**src/rtl/univ_shift_reg.sv**
```systemverilog
// univ_shift_reg: hold/shift-right/shift-left/load register with serial word-completion tracking
`timescale 1ns/1ps
module univ_shift_reg #(
  parameter int WIDTH = 4,
  localparam int CW = $clog2(WIDTH)
) (
  input  logic             CLK,
  input  logic             CLR,
  input  logic             EN,
  input  logic [1:0]       MODE,
  input  logic             SIR,
  input  logic             SIL,
  input  logic [WIDTH-1:0] PIN,
  output logic [WIDTH-1:0] Q,
  output logic             SOR,
  output logic             SOL,
  output logic [CW-1:0]    BIT_CNT,
  output logic             WORD_VALID
);
  logic [WIDTH-1:0] r_q;
  logic [CW-1:0]    r_cnt;
  logic             r_wv;
  logic [WIDTH-1:0] w_next;
  logic             w_shift;
  logic             w_last;
  always_comb begin
    w_next  = MODE == 2'b01 ? {SIR, r_q[WIDTH-1:1]} :
              MODE == 2'b10 ? {r_q[WIDTH-2:0], SIL} :
              MODE == 2'b11 ? PIN : r_q;
    w_shift = EN && (MODE == 2'b01 || MODE == 2'b10);
    w_last  = r_cnt == CW'(WIDTH - 1);
  end
  always_ff @(posedge CLK or posedge CLR) begin
    if (CLR) begin
      r_q   <= '0;
      r_cnt <= '0;
      r_wv  <= 1'b0;
    end else begin
      r_wv <= w_shift && w_last;
      if (EN) r_q <= w_next;
      if (w_shift) r_cnt <= w_last ? '0 : r_cnt + CW'(1);
      else if (EN && MODE == 2'b11) r_cnt <= '0;
    end
  end
  assign Q          = r_q;
  assign SOR        = r_q[0];
  assign SOL        = r_q[WIDTH-1];
  assign BIT_CNT    = r_cnt;
  assign WORD_VALID = r_wv;
endmodule

```
**config.mk**
```make
export PLATFORM = sky130hd
export DESIGN_NAME = univ_shift_reg
export DESIGN_NICKNAME = d
export VERILOG_FILES = /design/src/rtl/univ_shift_reg.sv
export SDC_FILE = /design/constraint.sdc
export NUM_CORES = 1
export LEC_CHECK = 0
export CELL_PAD_IN_SITES_DETAIL_PLACEMENT = 1
export CELL_PAD_IN_SITES_GLOBAL_PLACEMENT = 1
export CORE_AREA = 2 2 43 45
export DETAILED_ROUTE_END_ITERATION = 16
export DIE_AREA = 0 0 45 47
export PLACE_DENSITY = 0.79
export SETUP_SLACK_MARGIN = 0.05
export SYNTH_ARGS = -nofsm -noshare
export SYNTH_HDL_FRONTEND = slang
export SYNTH_SLANG_ARGS = --single-unit
```
**constraint.sdc**
```tcl
create_clock -name CLK -period 1.4 [get_ports CLK]
set_input_delay 0.28 -clock CLK [delete_from_list [all_inputs] [get_ports CLK]]
set_output_delay 0.28 -clock CLK [all_outputs]
set_load 0.03 [all_outputs]
```
==> impl_metrics.csv, run 1 <==
group,metric,value,unit
run_status,outcome,"finished clean",
worst_setup_path,cp-start-kind,"register",
sta,min_period_over_period,0.932,
global_routing,grt_pass1_vias,404,
clock_tree,root_buffer,"clkbuf_4",
floorplan,die_h,47,µm
power,intPower,0.000516,W
global_routing,grt_antenna_before_repair,0,
sta,rsz0062_at_grt,"false",
yosys,synth_top_cell_by_area,"dfrtp_1",
job,drv_cap,0,
worst_setup_path,critPathArrivalTime,1.02,ns
global_routing,grt_remaining_overflow,0,
sta,final-setup-viol-count,0,
detailed_routing,drtIter0Drc,0,
detailed_routing,wl_per_cell,12.9,µm
yosys,synthDistinctLibCells,14,
floorplan,ios,20,
final_layout,insertedDiodeCount,0,
yosys,yosysWarnings,0,
worst_setup_path,critPathCaptureType,"primary output",
detailed_routing,vias,380,
floorplan,start_util,0.261,
yosys,yosys-top-cells-count,"dfrtp_1 (7), ha_1 (5)",
placed_design,place_congestion,0.745,
yosys,synth-seq-cells,7,
global_routing,grt_max_degree,9,
detailed_routing,avgViaCountPerCell,4.69,
clock_tree,ctsHoldBuffers,0,
detailed_routing,first_pass_iters,1,
worst_setup_path,cp.required,1.12,ns
yosys,synth_nets,56,
power,p_leak,0.335,nW
power,power.switching,0.000321,W
yosys,yosysSeqAreaShare,0.407,
yosys,synth.most_common_cell,"dfrtp_1",
final_layout,area_growth,55.5,%
sta,hold_ws,0.265,ns
detailed_routing,ant_nets,0,
final_layout,fin_nets,81,
worst_setup_path,critPathMaxFanout,3,
clock_tree,cts_buffer_depth,2,
global_routing,grt_pass1_wl,1.79,mm
final_layout,fillers,199,
clock_tree,cts_buffers,3,
yosys,avgSynthCellArea,10.8,µm²
sta,fmax,0.766,GHz
detailed_routing,drt_wl_total,1.05,mm
floorplan,fp-row-count,15,
yosys,async_reset_ff_frac,1.00,
yosys,synth_top_area_share,0.407,
yosys,synth_edf_count,0,
sta,finalHoldViolations,0,
power,p_comb_frac,0.446,
power,p_per_area,1250,nW/µm²
yosys,synthTopCellsByArea,"dfrtp_1 (41%), ha_1 (15%), mux2_1 (10%), mux2i_1 (9.3%), a32o_1 (4.7%)",
floorplan,core-area,1650,µm²
sta,tightest_slew,0.309,ns
yosys,synth_area,430,µm²
worst_setup_path,slowest_delay,0.41,ns
worst_hold_path,min_path_type,"in2async",
worst_setup_path,critPathTopFamily,"buffers and inverters",
placed_design,port_buffers,19,
sta,skew,0.000917,ns
final_layout,final_cells,81,
final_layout,drive_gt1_frac,0.172,
clock_tree,clock_latency,0.25,ns
sta,relSlewSlack,0.795,
worst_setup_path,worstSetupPathType,"reg2out",
worst_setup_path,crit_path_cell_trace,"dlygate4sd2_1",
placed_design,dp.cells,77,
detailed_routing,drc_errors,0,
floorplan,die_x,45,µm
power,power_frac_seq,0.333,
yosys,syn_inst,40,
clock_tree,clk_pin_slew,0.06,ns
sta,slew_viol_final,0,
global_routing,grt_usage,0.117,
clock_tree,clock-sinks,7,
sta,period_needed,1.30,ns
power,ir_drop,569,µV
placed_design,place_hpwl,848,µm
worst_setup_path,worst-path-buf-inv,1,
worst_setup_path,cpMaxStageDelayCell,"dlygate4sd2_1",
power,p_sw_frac,0.384,
yosys,ys.flop_type,"dfrtp_1",
clock_tree,cts_tree,"yes",
clock_tree,htree_levels,1,
floorplan,dieArea,2120,µm²
power,clkPwrFrac,0.222,
cells by family after synthesis:
logic type | Yosys count | synth area share
buf+inv | 6 | 0.0727
mux | 8 | 0.198
flops | 7 | 0.407
fa+ha+maj | 5 | 0.145
simple gates | 7 | 0.0727
compound gates | 7 | 0.105
layout make-up:
cell class	instances	area, µm²	area share
clock buffer	4	26.3	0.0393
inverter	3	11.3	0.0168
tap	17	21.3	0.0318
multi-input combinational	27	236	0.353
timing repair buffer	23	199	0.297
sequential	7	175	0.262
state kept, by name, summed over array words and instances, names as in the netlist:
signal      cells
BIT_CNT         2
WORD_VALID      1
Q               4
final timing paths:
check	start	end	slack, ns	cells past startpoint
setup / recovery	BIT_CNT[1]	BIT_CNT[1]	0.1	1
hold / removal	CLR	Q[0]	0.26	2
setup reg to reg	Q[2]	Q[3]	0.23	4
hold reg to reg	Q[0]	Q[0]	0.53	2
max in group asynchronous	CLR	BIT_CNT[0]	0.92	2
min in group CLK	Q[0]	Q[0]	0.53	2
routing by layer:
metal / vias up / part of all wire / track usage / wire length [µm]
met3: 2 / 0.086 / 0.0231 / 90
met5: - / 0 / 0 / 0
li1: 186 / - / - / -
met2: 15 / 0.48 / 0.189 / 502
met4: 0 / 0.0067 / 0.0529 / 7
met1: 177 / 0.43 / 0.153 / 447
timing repair:
item / 4_1_cts / 5_1_grt
gates cloned: 0 / 0
pin swaps: 1 / 0
endpoints found under the setup margin: 15 / 2
buffers inserted: 0 / 0
gates resized for setup: 14 / 4
power groups by stage:
stage | Clock (W) | Combinational [W] | Sequential (W)
floorplan | 0 | 0.000130 | 0.000379
global placement | 0 | 0.000406 | 0.000283
detailed placement | 0 | 0.000415 | 0.000286
CTS | 0.000195 | 0.000379 | 0.000280
global route | 0.000206 | 0.000405 | 0.000288
finish | 0.000186 | 0.000373 | 0.000279
stage by stage:
| step | instance area, µm² | setup TNS [ns] | setup slack (ns) | power, W | util |
|---|---|---|---|---|---|
| 6_report | 669 | 0 | 0.0952 | 0.000837 | 0.405 |
| 5_1_grt | 669 | 0 | 0.0523 | 0.000899 | 0.405 |
| 4_1_cts | 677 | 0 | 0.0504 | 0.000854 | 0.410 |
| 3_5_place_dp | 652 | -2.22 | -0.405 | 0.000701 | 0.395 |
| 3_3_place_gp | 652 | -1.93 | -0.353 | 0.000689 | 0.395 |
| 2_1_floorplan | 430 | 0 | 0.214 | 0.000509 | - |
worst reg2reg max path: stages (launching register included):
cell and delay [ns]:
dfrtp_1 0.38, buf_4 0.15, mux2_1 0.29, mux2i_1 0.16, o21ai_1 0.08
cells in the final DEF, fill, tap and decap left out, drive strengths merged:
cell | Yosys | layout
dlygate4sd2 | 0 | 9
clkdlybuf4s50 | 0 | 8
dfrtp | 7 | 7
clkbuf | 0 | 6
o21ai | 5 | 5
ha | 5 | 5
mux2 | 4 | 4
mux2i | 4 | 4
nand2 | 4 | 4
buf | 3 | 4
inv | 3 | 3
a32o | 2 | 2
nor2 | 1 | 1
nand2b | 1 | 1
and3 | 1 | 1
Note: power is estimated with default switching activity, not from simulation.
==> run 2: changes to the inputs <==
--- a/config.mk
+++ b/config.mk
@@ -8,9 +8,11 @@
 export CELL_PAD_IN_SITES_DETAIL_PLACEMENT = 1
 export CELL_PAD_IN_SITES_GLOBAL_PLACEMENT = 1
 export CORE_AREA = 2 2 43 45
+export CTS_BUF_LIST = sky130_fd_sc_hd__clkbuf_4
+export CTS_CLUSTER_DIAMETER = 40
 export DETAILED_ROUTE_END_ITERATION = 16
 export DIE_AREA = 0 0 45 47
-export PLACE_DENSITY = 0.79
+export PLACE_DENSITY = 0.82
 export SETUP_SLACK_MARGIN = 0.05
 export SYNTH_ARGS = -nofsm -noshare
 export SYNTH_HDL_FRONTEND = slang
==> constraint.sdc (replaced) <==
create_clock -name CLK -period 1.2 [get_ports CLK]
set_input_delay 0.24 -clock CLK [delete_from_list [all_inputs] [get_ports CLK]]
set_output_delay 0.24 -clock CLK [all_outputs]
set_load 0.03 [all_outputs]
==> run 2 against run 1 <==
- die area stayed put
- design area is 7.7% higher
- combinational power is 20% higher
- final cell count is 1.2% lower
- first-iteration DRC count is 1 higher
- clock skew is 0.0037 ns higher
- global-route usage is 0.22 points lower
- worst setup slack worse by 0.0038 ns
- worst hold slack worse by 0.035 ns
- non-clock buffer count is 1 lower
- sequential cell count stayed put
==> impl_metrics.csv, run 2 (synthesis gave the netlist of run 1 again) <==
group,metric,value,unit
detailed_routing,vias,367,
sta,final-setup-viol-count,0,
clock_tree,clock_latency,0.25,ns
clock_tree,root_buffer,"clkbuf_4",
sta,fmax,0.902,GHz
floorplan,die_h,47,µm
power,p_comb_frac,0.436,
run_status,outcome,"finished clean",
clock_tree,htree_levels,1,
final_layout,area_growth,67.4,%
sta,skew,0.00461,ns
final_layout,insertedDiodeCount,0,
sta,min_period_over_period,0.924,
worst_hold_path,min_path_type,"in2async",
detailed_routing,drtIter0Drc,1,
clock_tree,cts_buffers,3,
detailed_routing,avgViaCountPerCell,4.59,
floorplan,fp-row-count,15,
global_routing,grt_remaining_overflow,0,
power,power_frac_seq,0.335,
detailed_routing,first_pass_iters,2,
floorplan,start_util,0.261,
final_layout,drive_gt1_frac,0.429,
clock_tree,clock-sinks,7,
clock_tree,clk_pin_slew,0.05,ns
floorplan,dieArea,2120,µm²
global_routing,grt_pass1_wl,1.66,mm
final_layout,layout_commonest_cell,"buf_4",
job,drv_cap,0,
placed_design,dp_slack,-0.551,ns
power,clkPwrFrac,0.228,
placed_design,place_congestion,0.740,
power,ir_drop,741,µV
sta,period_needed,1.11,ns
detailed_routing,ant_nets,0,
worst_setup_path,worstSetupPathType,"in2reg",
final_layout,final_cells,80,
sta,relSlewSlack,0.807,
detailed_routing,drc_errors,0,
power,p_leak,0.337,nW
worst_setup_path,cp.required,1.34,ns
power,intPower,0.000648,W
global_routing,grt_max_degree,9,
worst_setup_path,critPathMaxFanout,4,
floorplan,ios,20,
power,p_per_area,1420,nW/µm²
global_routing,grt_antenna_before_repair,0,
floorplan,core-area,1650,µm²
global_routing,grt_pass1_vias,368,
detailed_routing,wl_per_cell,13.4,µm
detailed_routing,drt_wl_total,1.07,mm
clock_tree,cts_tree,"yes",
global_routing,grt_usage,0.115,
floorplan,die_x,45,µm
sta,slew_viol_final,0,
final_layout,largest_reg_flops,4,
sta,rsz0062_at_grt,"false",
power,p_sw_frac,0.367,
placed_design,dp.cells,75,
sta,fin_ws,0.0914,ns
clock_tree,cts_buffer_depth,2,
final_layout,fin_nets,80,
placed_design,place_hpwl,818,µm
worst_setup_path,cp-start-kind,"input port",
power,power.switching,0.000376,W
final_layout,final_cell_mix,"buf_4 (12), clkdlybuf4s50_1 (8), dfrtp_1 (6)",
sta,tightest_slew,0.289,ns
worst_setup_path,critPathArrivalTime,1.24,ns
worst_setup_path,critPathCaptureType,"register",
placed_design,port_buffers,19,
sta,finalHoldViolations,0,
-- run 2: changes by cell type in the layout (fill, tap and decap cells not counted), moves of 2 or more --
cell / before / now
dlygate4sd2_1: 9 / 0
clkdlybuf4s15_1: 0 / 2
ha_4: 1 / 3
buf_4: 4 / 12
ha_1: 4 / 2
mux2_1: 4 / 0
clkbuf_2: 2 / 0
mux2_4: 0 / 4
-- run 2: worst max-delay path, stage by stage --
cell	delay [ns]
clkdlybuf4s15_1	0.26
ha_4	0.20
mux2_4	0.32
mux2i_4	0.14
o21ai_1	0.08
-- run 2: through the flow --
step / hold WS [ns] / total power [W] / TNS (ns) / util / area [µm²]
3_5_place_dp: 0.505 / 0.000756 / -3.42 / 0.372 / 614
2_1_floorplan: 0.0434 / 0.000593 / 0 / - / 430
3_3_place_gp: 0.492 / 0.000746 / -3.04 / 0.372 / 614
4_1_cts: 0.232 / 0.00102 / 0 / 0.415 / 686
5_1_grt: 0.253 / 0.00110 / 0 / 0.436 / 721
6_report: 0.230 / 0.00102 / 0 / 0.436 / 721
-- run 2: routing by layer --
layer  global-route usage  wire, µm  up-vias
met3               0.0462       102        2
met5                    0         0        -
met1                0.127       463      165
li1                     -         -      183
met4               0.0706         7        0
met2                0.186       500       17
-- run 2: final timing paths --
kind | from | to | slack, ns | cells past startpoint
max in group asynchronous | CLR | Q[3] | 0.73 | 2
worst min-delay path | CLR | Q[2] | 0.23 | 2
worst max register to register | Q[1] | Q[2] | 0.17 | 3
worst max-delay path | MODE[1] | Q[2] | 0.09 | 5
worst min register to register | BIT_CNT[1] | BIT_CNT[1] | 0.54 | 1
min in group CLK | BIT_CNT[1] | BIT_CNT[1] | 0.54 | 1
-- run 2: area by class of cell --
type / count / area, µm²
tap: 17 / 21.3
sequential: 7 / 176
inverter: 3 / 11.3
fill: 187 / 931
multi-input combinational: 27 / 292
clock buffer: 4 / 30.0
timing repair buffer: 22 / 190
-- run 2: power groups by stage --
stage          Sequential, W  Clock [W]  Combinational, W
5_1_grt             0.000351   0.000264          0.000482
3_3_place_gp        0.000343          0          0.000403
6_report            0.000343   0.000234          0.000447
2_1_floorplan       0.000442          0          0.000151
4_1_cts             0.000339   0.000249          0.000436
3_5_place_dp        0.000342          0          0.000413
-- run 2: timing repair --
item / CTS / global route
hold buffers: 0 / 0
pin swaps: 0 / 2
gates resized for setup: 10 / 9
setup endpoints to repair: 7 / 4
setup buffers: 1 / 0
